[config.mk]
export PLATFORM = sky130hd
export DESIGN_NAME = speed_test_scheduler
export DESIGN_NICKNAME = d
export VERILOG_FILES = /design/src/rtl/speed_test_pkg.sv /design/src/rtl/speed_test_port_seq.sv /design/src/rtl/speed_test_scheduler.sv
export SDC_FILE = /design/constraint.sdc
export NUM_CORES = 2
export LEC_CHECK = 0
export BUFFER_PORTS_ARGS = -buffer_cell sky130_fd_sc_hd__buf_2
export CAP_MARGIN = 20
export CELL_PAD_IN_SITES_DETAIL_PLACEMENT = 0
export CELL_PAD_IN_SITES_GLOBAL_PLACEMENT = 1
export CORE_AREA = 2 2 516 518
export CTS_CLUSTER_SIZE = 20
export DETAILED_ROUTE_END_ITERATION = 10
export DIE_AREA = 0 0 518 520
export GPL_TIMING_DRIVEN = 0
export PLACE_DENSITY_LB_ADDON = 0.3
export SYNTH_ARGS = -nofsm -noshare
export SYNTH_HDL_FRONTEND = slang
export SYNTH_SLANG_ARGS = --single-unit
export TNS_END_PERCENT = 1
[constraint.sdc]
create_clock -name clk -period 4.1 [get_ports clk]
set_clock_uncertainty 0.15 [all_clocks]
set_input_delay 0.82 -clock clk [delete_from_list [all_inputs] [get_ports clk]]
set_output_delay 0.82 -clock clk [all_outputs]
set_load 0.1 [all_outputs]
[src/rtl/speed_test_pkg.sv]
// Shared register offsets, port FSM states and address-decode record for the speed test scheduler.
// Word-count helpers size the per-port config and result windows.
package speed_test_pkg;

  localparam logic [5:0] REG_START      = 6'h00;
  localparam logic [5:0] REG_STOP       = 6'h04;
  localparam logic [5:0] REG_STATUS     = 6'h08;
  localparam logic [5:0] REG_DONE_CLR   = 6'h0C;
  localparam logic [5:0] REG_DURATION   = 6'h10;
  localparam logic [5:0] REG_CLOCK_FREQ = 6'h14;

  localparam int RES_WORD_BASE = 8;

  typedef enum logic [1:0] {
    ST_IDLE,
    ST_ARM,
    ST_RUN,
    ST_DRAIN
  } port_state_e;

  typedef struct packed {
    logic       glob;
    logic       cfg;
    logic       res;
    logic [3:0] port;
    logic [3:0] word;
    logic [5:0] off;
  } reg_dec_t;

  function automatic int words_for(input int bits);
    return (bits + 31) / 32;
  endfunction

  localparam int DEF_CONFIG_WIDTH = 174;
  localparam int DEF_RESULT_WIDTH = 128;
  localparam int CFG_WORDS = words_for(DEF_CONFIG_WIDTH);
  localparam int RES_WORDS = words_for(DEF_RESULT_WIDTH);

endpackage

[src/rtl/speed_test_port_seq.sv]
// One tester port: IDLE/ARM/RUN/DRAIN sequencer, run-length counter, done flag and result shadow.
// start/stop are registered one-cycle pulses; ARM and DRAIN stall on the port's ready inputs.
module speed_test_port_seq
  import speed_test_pkg::*;
#(
  parameter int RESULT_WIDTH = 128
) (
  input  logic                    clk,
  input  logic                    rst,
  input  logic                    start_req,
  input  logic                    stop_req,
  input  logic                    done_clr,
  input  logic                    gen_ready,
  input  logic                    check_ready,
  input  logic [RESULT_WIDTH-1:0] check_results,
  input  logic [31:0]             duration,
  output logic                    start,
  output logic                    stop,
  output logic                    busy,
  output logic                    done,
  output logic [RESULT_WIDTH-1:0] result
);

  port_state_e state, state_nxt;
  logic [31:0] cnt;
  logic        start_nxt;
  logic        stop_nxt;
  logic        capture;
  logic        dur_hit;

  // Compare at 33 bits so a DURATION shrunk below the count still fires.
  assign dur_hit = (duration != 32'd0) && (({1'b0, cnt} + 33'd1) >= {1'b0, duration});
  assign busy    = (state != ST_IDLE);

  always_comb begin
    state_nxt = state;
    start_nxt = 1'b0;
    stop_nxt  = 1'b0;
    capture   = 1'b0;
    case (state)
      ST_IDLE: begin
        if (start_req) state_nxt = ST_ARM;
      end
      ST_ARM: begin
        if (stop_req) begin
          state_nxt = ST_IDLE;
        end else if (gen_ready && check_ready) begin
          state_nxt = ST_RUN;
          start_nxt = 1'b1;
        end
      end
      ST_RUN: begin
        if (stop_req || dur_hit) begin
          state_nxt = ST_DRAIN;
          stop_nxt  = 1'b1;
        end
      end
      ST_DRAIN: begin
        if (check_ready) begin
          state_nxt = ST_IDLE;
          capture   = 1'b1;
        end
      end
      default: state_nxt = ST_IDLE;
    endcase
  end

  always_ff @(posedge clk) begin
    if (rst) begin
      state  <= ST_IDLE;
      cnt    <= '0;
      start  <= 1'b0;
      stop   <= 1'b0;
      done   <= 1'b0;
      result <= '0;
    end else begin
      state <= state_nxt;
      start <= start_nxt;
      stop  <= stop_nxt;
      if (start_nxt) begin
        cnt <= '0;
      end else if (state == ST_RUN) begin
        cnt <= cnt + 32'd1;
      end
      // A capture in the same cycle as a clear keeps the bit set.
      done <= capture | (done & ~done_clr);
      if (capture) result <= check_results;
    end
  end

endmodule

[src/rtl/speed_test_scheduler.sv]
// AXI4-Lite controlled scheduler that starts, times and stops TEST_PORT_NUM tester ports.
// Register writes/reads complete in 2 cycles; B/R channels hold until BREADY/RREADY.
module speed_test_scheduler
  import speed_test_pkg::*;
#(
  parameter int TEST_PORT_NUM      = 4,
  parameter int CLOCK_FREQ         = 125000000,
  parameter int CONFIG_WIDTH       = 174,
  parameter int RESULT_WIDTH       = 128,
  parameter int C_S_AXI_DATA_WIDTH = 32,
  parameter int C_S_AXI_ADDR_WIDTH = 10
) (
  input  logic                                  clk,
  input  logic                                  rst,
  input  logic [C_S_AXI_ADDR_WIDTH-1:0]         S_AXI_AWADDR,
  input  logic [2:0]                            S_AXI_AWPROT,
  input  logic                                  S_AXI_AWVALID,
  output logic                                  S_AXI_AWREADY,
  input  logic [C_S_AXI_DATA_WIDTH-1:0]         S_AXI_WDATA,
  input  logic [C_S_AXI_DATA_WIDTH/8-1:0]       S_AXI_WSTRB,
  input  logic                                  S_AXI_WVALID,
  output logic                                  S_AXI_WREADY,
  output logic [1:0]                            S_AXI_BRESP,
  output logic                                  S_AXI_BVALID,
  input  logic                                  S_AXI_BREADY,
  input  logic [C_S_AXI_ADDR_WIDTH-1:0]         S_AXI_ARADDR,
  input  logic [2:0]                            S_AXI_ARPROT,
  input  logic                                  S_AXI_ARVALID,
  output logic                                  S_AXI_ARREADY,
  output logic [C_S_AXI_DATA_WIDTH-1:0]         S_AXI_RDATA,
  output logic [1:0]                            S_AXI_RRESP,
  output logic                                  S_AXI_RVALID,
  input  logic                                  S_AXI_RREADY,
  input  logic [TEST_PORT_NUM-1:0]              gen_ready,
  input  logic [TEST_PORT_NUM-1:0]              check_ready,
  input  logic [TEST_PORT_NUM*RESULT_WIDTH-1:0] check_results,
  output logic [TEST_PORT_NUM-1:0]              start,
  output logic [TEST_PORT_NUM-1:0]              stop,
  output logic [TEST_PORT_NUM*CONFIG_WIDTH-1:0] port_config,
  output logic                                  done_irq
);

  localparam int AW       = C_S_AXI_ADDR_WIDTH;
  localparam int CfgWords = words_for(CONFIG_WIDTH);
  localparam int ResWords = words_for(RESULT_WIDTH);

  logic                    awready_q, bvalid_q, arready_q, rvalid_q;
  logic [1:0]              bresp_q;
  logic [31:0]             rdata_q, rd_val, duration_q, wbits;
  logic                    wr_en, rd_en, wr_busy;
  reg_dec_t                wdec, rdec;
  logic [TEST_PORT_NUM-1:0] start_req, stop_req, done_clr, busy, done;
  logic [CONFIG_WIDTH-1:0] cfg_q    [TEST_PORT_NUM];
  logic [RESULT_WIDTH-1:0] result_q [TEST_PORT_NUM];
  logic                    unused_ok;

  function automatic reg_dec_t decode(input logic [AW-1:0] addr);
    reg_dec_t d;
    int       win;
    d      = '0;
    win    = int'(addr[AW-1:6]);
    d.off  = addr[5:0];
    d.word = addr[5:2];
    if (win == 0) begin
      d.glob = 1'b1;
    end else if (win <= TEST_PORT_NUM) begin
      d.port = 4'(win - 1);
      d.cfg  = !addr[5] && (int'(addr[4:2]) < CfgWords);
      d.res  = (addr[5:4] == 2'b10) && (int'(addr[3:2]) < ResWords);
    end
    return d;
  endfunction

  assign wdec  = decode(S_AXI_AWADDR);
  assign rdec  = decode(S_AXI_ARADDR);
  assign wr_en = awready_q && S_AXI_AWVALID && S_AXI_WVALID;
  assign rd_en = arready_q && S_AXI_ARVALID;

  assign unused_ok = ^{S_AXI_AWPROT, S_AXI_ARPROT, S_AXI_AWADDR[1:0], S_AXI_ARADDR[1:0]};

  always_comb begin
    wbits     = '0;
    wr_busy   = 1'b0;
    start_req = '0;
    stop_req  = '0;
    done_clr  = '0;
    for (int b = 0; b < 32; b++) wbits[b] = S_AXI_WSTRB[b/8];
    for (int p = 0; p < TEST_PORT_NUM; p++) begin
      if (wdec.cfg && wdec.port == 4'(p) && busy[p]) wr_busy = 1'b1;
      if (wr_en && wdec.glob) begin
        start_req[p] = (wdec.off == REG_START)    && S_AXI_WDATA[p] && wbits[p];
        stop_req[p]  = (wdec.off == REG_STOP)     && S_AXI_WDATA[p] && wbits[p];
        done_clr[p]  = (wdec.off == REG_DONE_CLR) && S_AXI_WDATA[p] && wbits[p];
      end
    end
  end

  always_comb begin
    rd_val = '0;
    if (rdec.glob) begin
      case (rdec.off)
        REG_STATUS:     rd_val = {16'(done), 16'(busy)};
        REG_DURATION:   rd_val = duration_q;
        REG_CLOCK_FREQ: rd_val = 32'(CLOCK_FREQ);
        default:        rd_val = '0;
      endcase
    end
    for (int p = 0; p < TEST_PORT_NUM; p++) begin
      if (rdec.port == 4'(p)) begin
        if (rdec.cfg) begin
          for (int i = 0; i < CONFIG_WIDTH; i++)
            if (i / 32 == int'(rdec.word)) rd_val[i%32] = cfg_q[p][i];
        end
        if (rdec.res) begin
          for (int i = 0; i < RESULT_WIDTH; i++)
            if (i / 32 == int'(rdec.word) - RES_WORD_BASE) rd_val[i%32] = result_q[p][i];
        end
      end
    end
  end

  always_ff @(posedge clk) begin
    if (rst) begin
      awready_q  <= 1'b0;
      bvalid_q   <= 1'b0;
      bresp_q    <= 2'b00;
      arready_q  <= 1'b0;
      rvalid_q   <= 1'b0;
      rdata_q    <= '0;
      duration_q <= '0;
    end else begin
      awready_q <= S_AXI_AWVALID && S_AXI_WVALID && !bvalid_q && !awready_q;
      if (wr_en) begin
        bvalid_q <= 1'b1;
        bresp_q  <= wr_busy ? 2'b10 : 2'b00;
        if (wdec.glob && wdec.off == REG_DURATION)
          duration_q <= (duration_q & ~wbits) | (S_AXI_WDATA & wbits);
      end else if (S_AXI_BREADY) begin
        bvalid_q <= 1'b0;
      end
      arready_q <= S_AXI_ARVALID && !rvalid_q && !arready_q;
      if (rd_en) begin
        rvalid_q <= 1'b1;
        rdata_q  <= rd_val;
      end else if (S_AXI_RREADY) begin
        rvalid_q <= 1'b0;
      end
    end
  end

  // Config of a running port is frozen; the write is answered with SLVERR above.
  always_ff @(posedge clk) begin
    if (rst) begin
      for (int p = 0; p < TEST_PORT_NUM; p++) cfg_q[p] <= '0;
    end else if (wr_en && wdec.cfg) begin
      for (int p = 0; p < TEST_PORT_NUM; p++) begin
        if (wdec.port == 4'(p) && !busy[p]) begin
          for (int i = 0; i < CONFIG_WIDTH; i++)
            if (i / 32 == int'(wdec.word) && wbits[i%32]) cfg_q[p][i] <= S_AXI_WDATA[i%32];
        end
      end
    end
  end

  for (genvar p = 0; p < TEST_PORT_NUM; p++) begin : g_port
    speed_test_port_seq #(
      .RESULT_WIDTH(RESULT_WIDTH)
    ) u_seq (
      .clk          (clk),
      .rst          (rst),
      .start_req    (start_req[p]),
      .stop_req     (stop_req[p]),
      .done_clr     (done_clr[p]),
      .gen_ready    (gen_ready[p]),
      .check_ready  (check_ready[p]),
      .check_results(check_results[p*RESULT_WIDTH +: RESULT_WIDTH]),
      .duration     (duration_q),
      .start        (start[p]),
      .stop         (stop[p]),
      .busy         (busy[p]),
      .done         (done[p]),
      .result       (result_q[p])
    );
    assign port_config[p*CONFIG_WIDTH +: CONFIG_WIDTH] = cfg_q[p];
  end

  assign S_AXI_AWREADY = awready_q;
  assign S_AXI_WREADY  = awready_q;
  assign S_AXI_BVALID  = bvalid_q;
  assign S_AXI_BRESP   = bresp_q;
  assign S_AXI_ARREADY = arready_q;
  assign S_AXI_RVALID  = rvalid_q;
  assign S_AXI_RDATA   = rdata_q;
  assign S_AXI_RRESP   = 2'b00;
  assign done_irq      = |done;

endmodule

==> metrics.md <==
| Metric | Value |
|---|---|
| Largest net degree at the start of global routing | 17 |
| Status | finished, violations left |
| Final #Nets | a little under 10,000 |
| Die width | 518 um |
| 1st-pass router iterations | 10 |
| Dominant cells by area after synthesis | edfxtp_1 (30%), dfxtp_1 (21%), nand2_1 (7.5%) |
| Average vias per placed instance | 6.00 |
| Num CTS Buffers | 171 |
| Site row count | 189 |
| Failing checks | negative setup slack |
| Max Fclk | between 200 and 250 MHz |
| Top cell type's share of synthesized area | 29.9% |
| H-tree depth | 4 |
| CP top delay family | compound AO/OA/AOI/OAI gates |
| Vias | 77,000 |
| Critical Path AT | 5220 ps |
| Worst-Margin Slew | between 1000 and 1500 ps |
| Max FO, Critical Path | 10 |
| Worst-skew pair later-pin latency | 890 ps |
| Setup crit start kind | primary input |
| Synth area leader | edfxtp_1 |
| Yosys reg bits | 1,425 |
| CTS tree | done |
| Layout area overhead | 29.6% |
| VDD IR max | 499 uV |
| CTS clk-pin slew, worst paths | 60 ps |
| DIE HEIGHT | 520 um |
| Synth Cell Area | 69,900 um2 |
| DR DRC count | 0 |
| Max-cap violations | 0 |
| Max incr delay on CP | between 1000 and 1500 ps |
| Crit path buffers/inverters | 4 |
| Setup Viol. Count Final | 404 |
| Slew Limit Fails | 0 |
| Most frequent cells in the layout | buf_2 (1,382), nand2_1 (1,380), a21oi_1 (807) |
| Finished Cell Area | 90,600 um2 |
| Vias in the first global route | just under 70,000 |
| Syn Area/Cell | 9.47 um2 |
| Setup tns final | -31,330 ps |
| Netlist cell types | 97 |
| Effective utilization at floorplan | a little over a quarter |
| Cells on Worst Hold Path | 3 |
| GRT Overall Usage | about 43% |
| CP max stage cell | a222oi_1 |
| Core Region | 264,000 um2 |
| GR Overflow Total | 0 |
| Synth Instances | 7,386 |
| Final period util | 112% |
| Placer Congestion | 1.14 |
| Port-buffer cells | 1,321 |
| CTS root buf | clkbuf_16 |
| Final Hold Violating Endpoints | 0 |
| Placed cell area | 82,700 um2 |
| Avg WL per Cell | 47.5 um |
| Number of antenna-violating nets in the routed design | 0 |
| Worst min path class | primary input to flop |
| R2r worst-path depth | 21 |
| Synth async-reset ratio | 0% |
| CP Depth | 11 |
| Top_reg_cell synth | dfxtp_1 |
| Crit path time final | 4600 ps |
| Most common cell after layout, fill and taps aside | buf_2 |
| Slew Limit Headroom | 10.8% |
| Synth Warn # | 0 |
| Initial DRC count | around 13,000 |
| I/O Pins | approximately 1,300 |
| DPL Wire Length | between 400,000 and 500,000 um |
| Critical path required time | roughly 4700 ps |
| Reg2reg setup slack | -100 ps |
| Layout cells sized above 1 | approximately 25% |
| Number of synthesized flops with an enable pin | 696 |
| Initial antenna violation count | 150 |
| Hold_ws | ~18 ps |
| PnR worst setup slack | -498 ps |
| Post-synthesis sequential area ratio | 50.8% |
| Clock sink total | 1,425 |
| Static Leakage | 34.9 nW |
| DIE AREA | 269,000 um2 |
| CP cell instances | buf_2, buf_2, and4bb_1, clkbuf_2, clkbuf_2, a222oi_1, a21oi_1, o21ai_2, o221ai_1, o311ai_0, nand2_1 |
| First-pass GRT wire length | about 750,000 um |
| Fill cell count | 27,700 |
| Max clock buf depth | 3 |
| Crit path kind | primary input to flop |
| RSZ-0062 raised after global routing | yes |
| Crit end category | flop |
| Final WL | 610,000 um |
| Cell Pwr Density | 422 nW/um2 |
worst register-to-register path, delay by kind of cell (launching register included):
kind / cells / cell delay (ps)
simple gates: 12 / 2200
compound gates: 4 / 590
buf+inv: 3 / 360
flops: 1 / 340
fa+ha+maj: 1 / 290
xor+xnor: 1 / 170
state kept, by name, indices dropped and copies added (netlist names), named ones only:
signal               cells
S_AXI_ARREADY            1
S_AXI_AWREADY            1
S_AXI_BRESP              1
S_AXI_BVALID             1
S_AXI_RDATA             32
S_AXI_RVALID             1
cfg_q                  696
g_port.u_seq.cnt       128
g_port.u_seq.done        4
g_port.u_seq.result    512
g_port.u_seq.start       4
g_port.u_seq.state       4
g_port.u_seq.stop        4
power by group:
group	switching (mW)	internal, mW	total [mW]
clock	7.15	8.96	16.1
combinational	5.27	1.11	6.39
sequential	0.517	15.2	15.7
per-stage QoR:
step / instances / setup slack (ps) / power (mW) / util (%)
6_report: 12800 / -498 / 38.2 / 34.3
5_1_grt: 12800 / -229 / 38.4 / 34.3
4_1_cts: 12700 / -247 / 37.6 / 34.0
3_5_place_dp: 12400 / -3100 / 21.9 / 31.3
3_3_place_gp: 12200 / -3680 / 21.8 / 30.7
2_1_floorplan: 7388 / 153 / 18.8 / -
kinds of logic (layout without fill, tap and decap cells):
| kind of cell | count (synthesis) | in the layout | share of synthesized area (%) |
|---|---|---|---|
| multiplexers | 255 | 255 | 5.52 |
| XOR/XNOR | 243 | 243 | 3.04 |
| AO/OA/AOI/OAI | 1677 | 1677 | 14.1 |
| adder cells (fa/ha/maj) | 134 | 134 | 2.40 |
| flip-flops | 1425 | 1425 | 50.8 |
| buffers and inverters | 608 | 2445 | 3.74 |
| AND/OR/NAND/NOR | 3043 | 3043 | 20.4 |
| other | 1 | 73 | 0.00536 |
per-layer routing:
metal	vias up	global-route usage, %	wire [um]
li1	29500	-	-
met1	38400	49.2	215000
met2	6940	61.0	244000
met3	2132	21.2	87300
met4	78	36.2	63100
met5	-	0.140	635
Yosys cell counts (all sizes together), types with 11 or more instances:
| library cell | count |
|---|---|
| edfxtp | 696 |
| a31oi | 26 |
| nand2 | 1390 |
| o21ai | 347 |
| or3 | 19 |
| o221ai | 40 |
| a22o | 21 |
| a211oi | 34 |
| ha | 134 |
| a22oi | 42 |
| buf | 168 |
| and2 | 703 |
| mux2 | 33 |
| nand4 | 57 |
| a222oi | 16 |
| and3 | 47 |
| clkbuf | 384 |
| or2 | 11 |
| nor3 | 76 |
| dfxtp | 729 |
| a21oi | 819 |
| nor4 | 27 |
| a21o | 32 |
| nand3 | 105 |
| mux2i | 121 |
| nand2b | 27 |
| nor2 | 520 |
| o211ai | 27 |
| mux4 | 101 |
| inv | 55 |
| nor2b | 24 |
| xnor2 | 115 |
| xor2 | 128 |
| a221o | 15 |
| a221oi | 37 |
| o22ai | 105 |
path summary, 6_finish.rpt:
check,end,start
min,g_port[0].u_seq.result[96]$_SDFFE_PP0P_,check_results[96]
max reg2reg,g_port[2].u_seq.stop$_SDFF_PP0_,g_port[2].u_seq.cnt[4]$_SDFFE_PP0P_
max,S_AXI_RDATA[13]$_SDFFE_PP0P_,S_AXI_ARADDR[5]
min reg2reg,g_port[2].u_seq.result[120]$_SDFFE_PP0P_,g_port[2].u_seq.result[120]$_SDFFE_PP0P_
area by class of cell:
| type | instances | area (um2) | area share [%] |
|---|---|---|---|
| inverter | 56 | 210 | 0.232 |
| multi-input combinational | 5355 | 32700 | 36.1 |
| buffer | 549 | 3030 | 3.35 |
| sequential | 1425 | 35500 | 39.2 |
| clock buffer | 237 | 4810 | 5.31 |
| antenna | 70 | 175 | 0.193 |
| clock inverter | 78 | 896 | 0.989 |
| timing repair buffer | 1525 | 8860 | 9.78 |
| tap | 3533 | 4420 | 4.88 |
what timing repair did:
item | CTS | global route
hold buffers | 20 | 0
setup buffers | 21 | 15
pin swaps | 17 | 28
hold endpoints to repair | 20 | 0
gates resized for setup | 303 | 138
endpoints found under the setup margin | 317 | 360
Note: power is estimated with default switching activity, not from simulation.
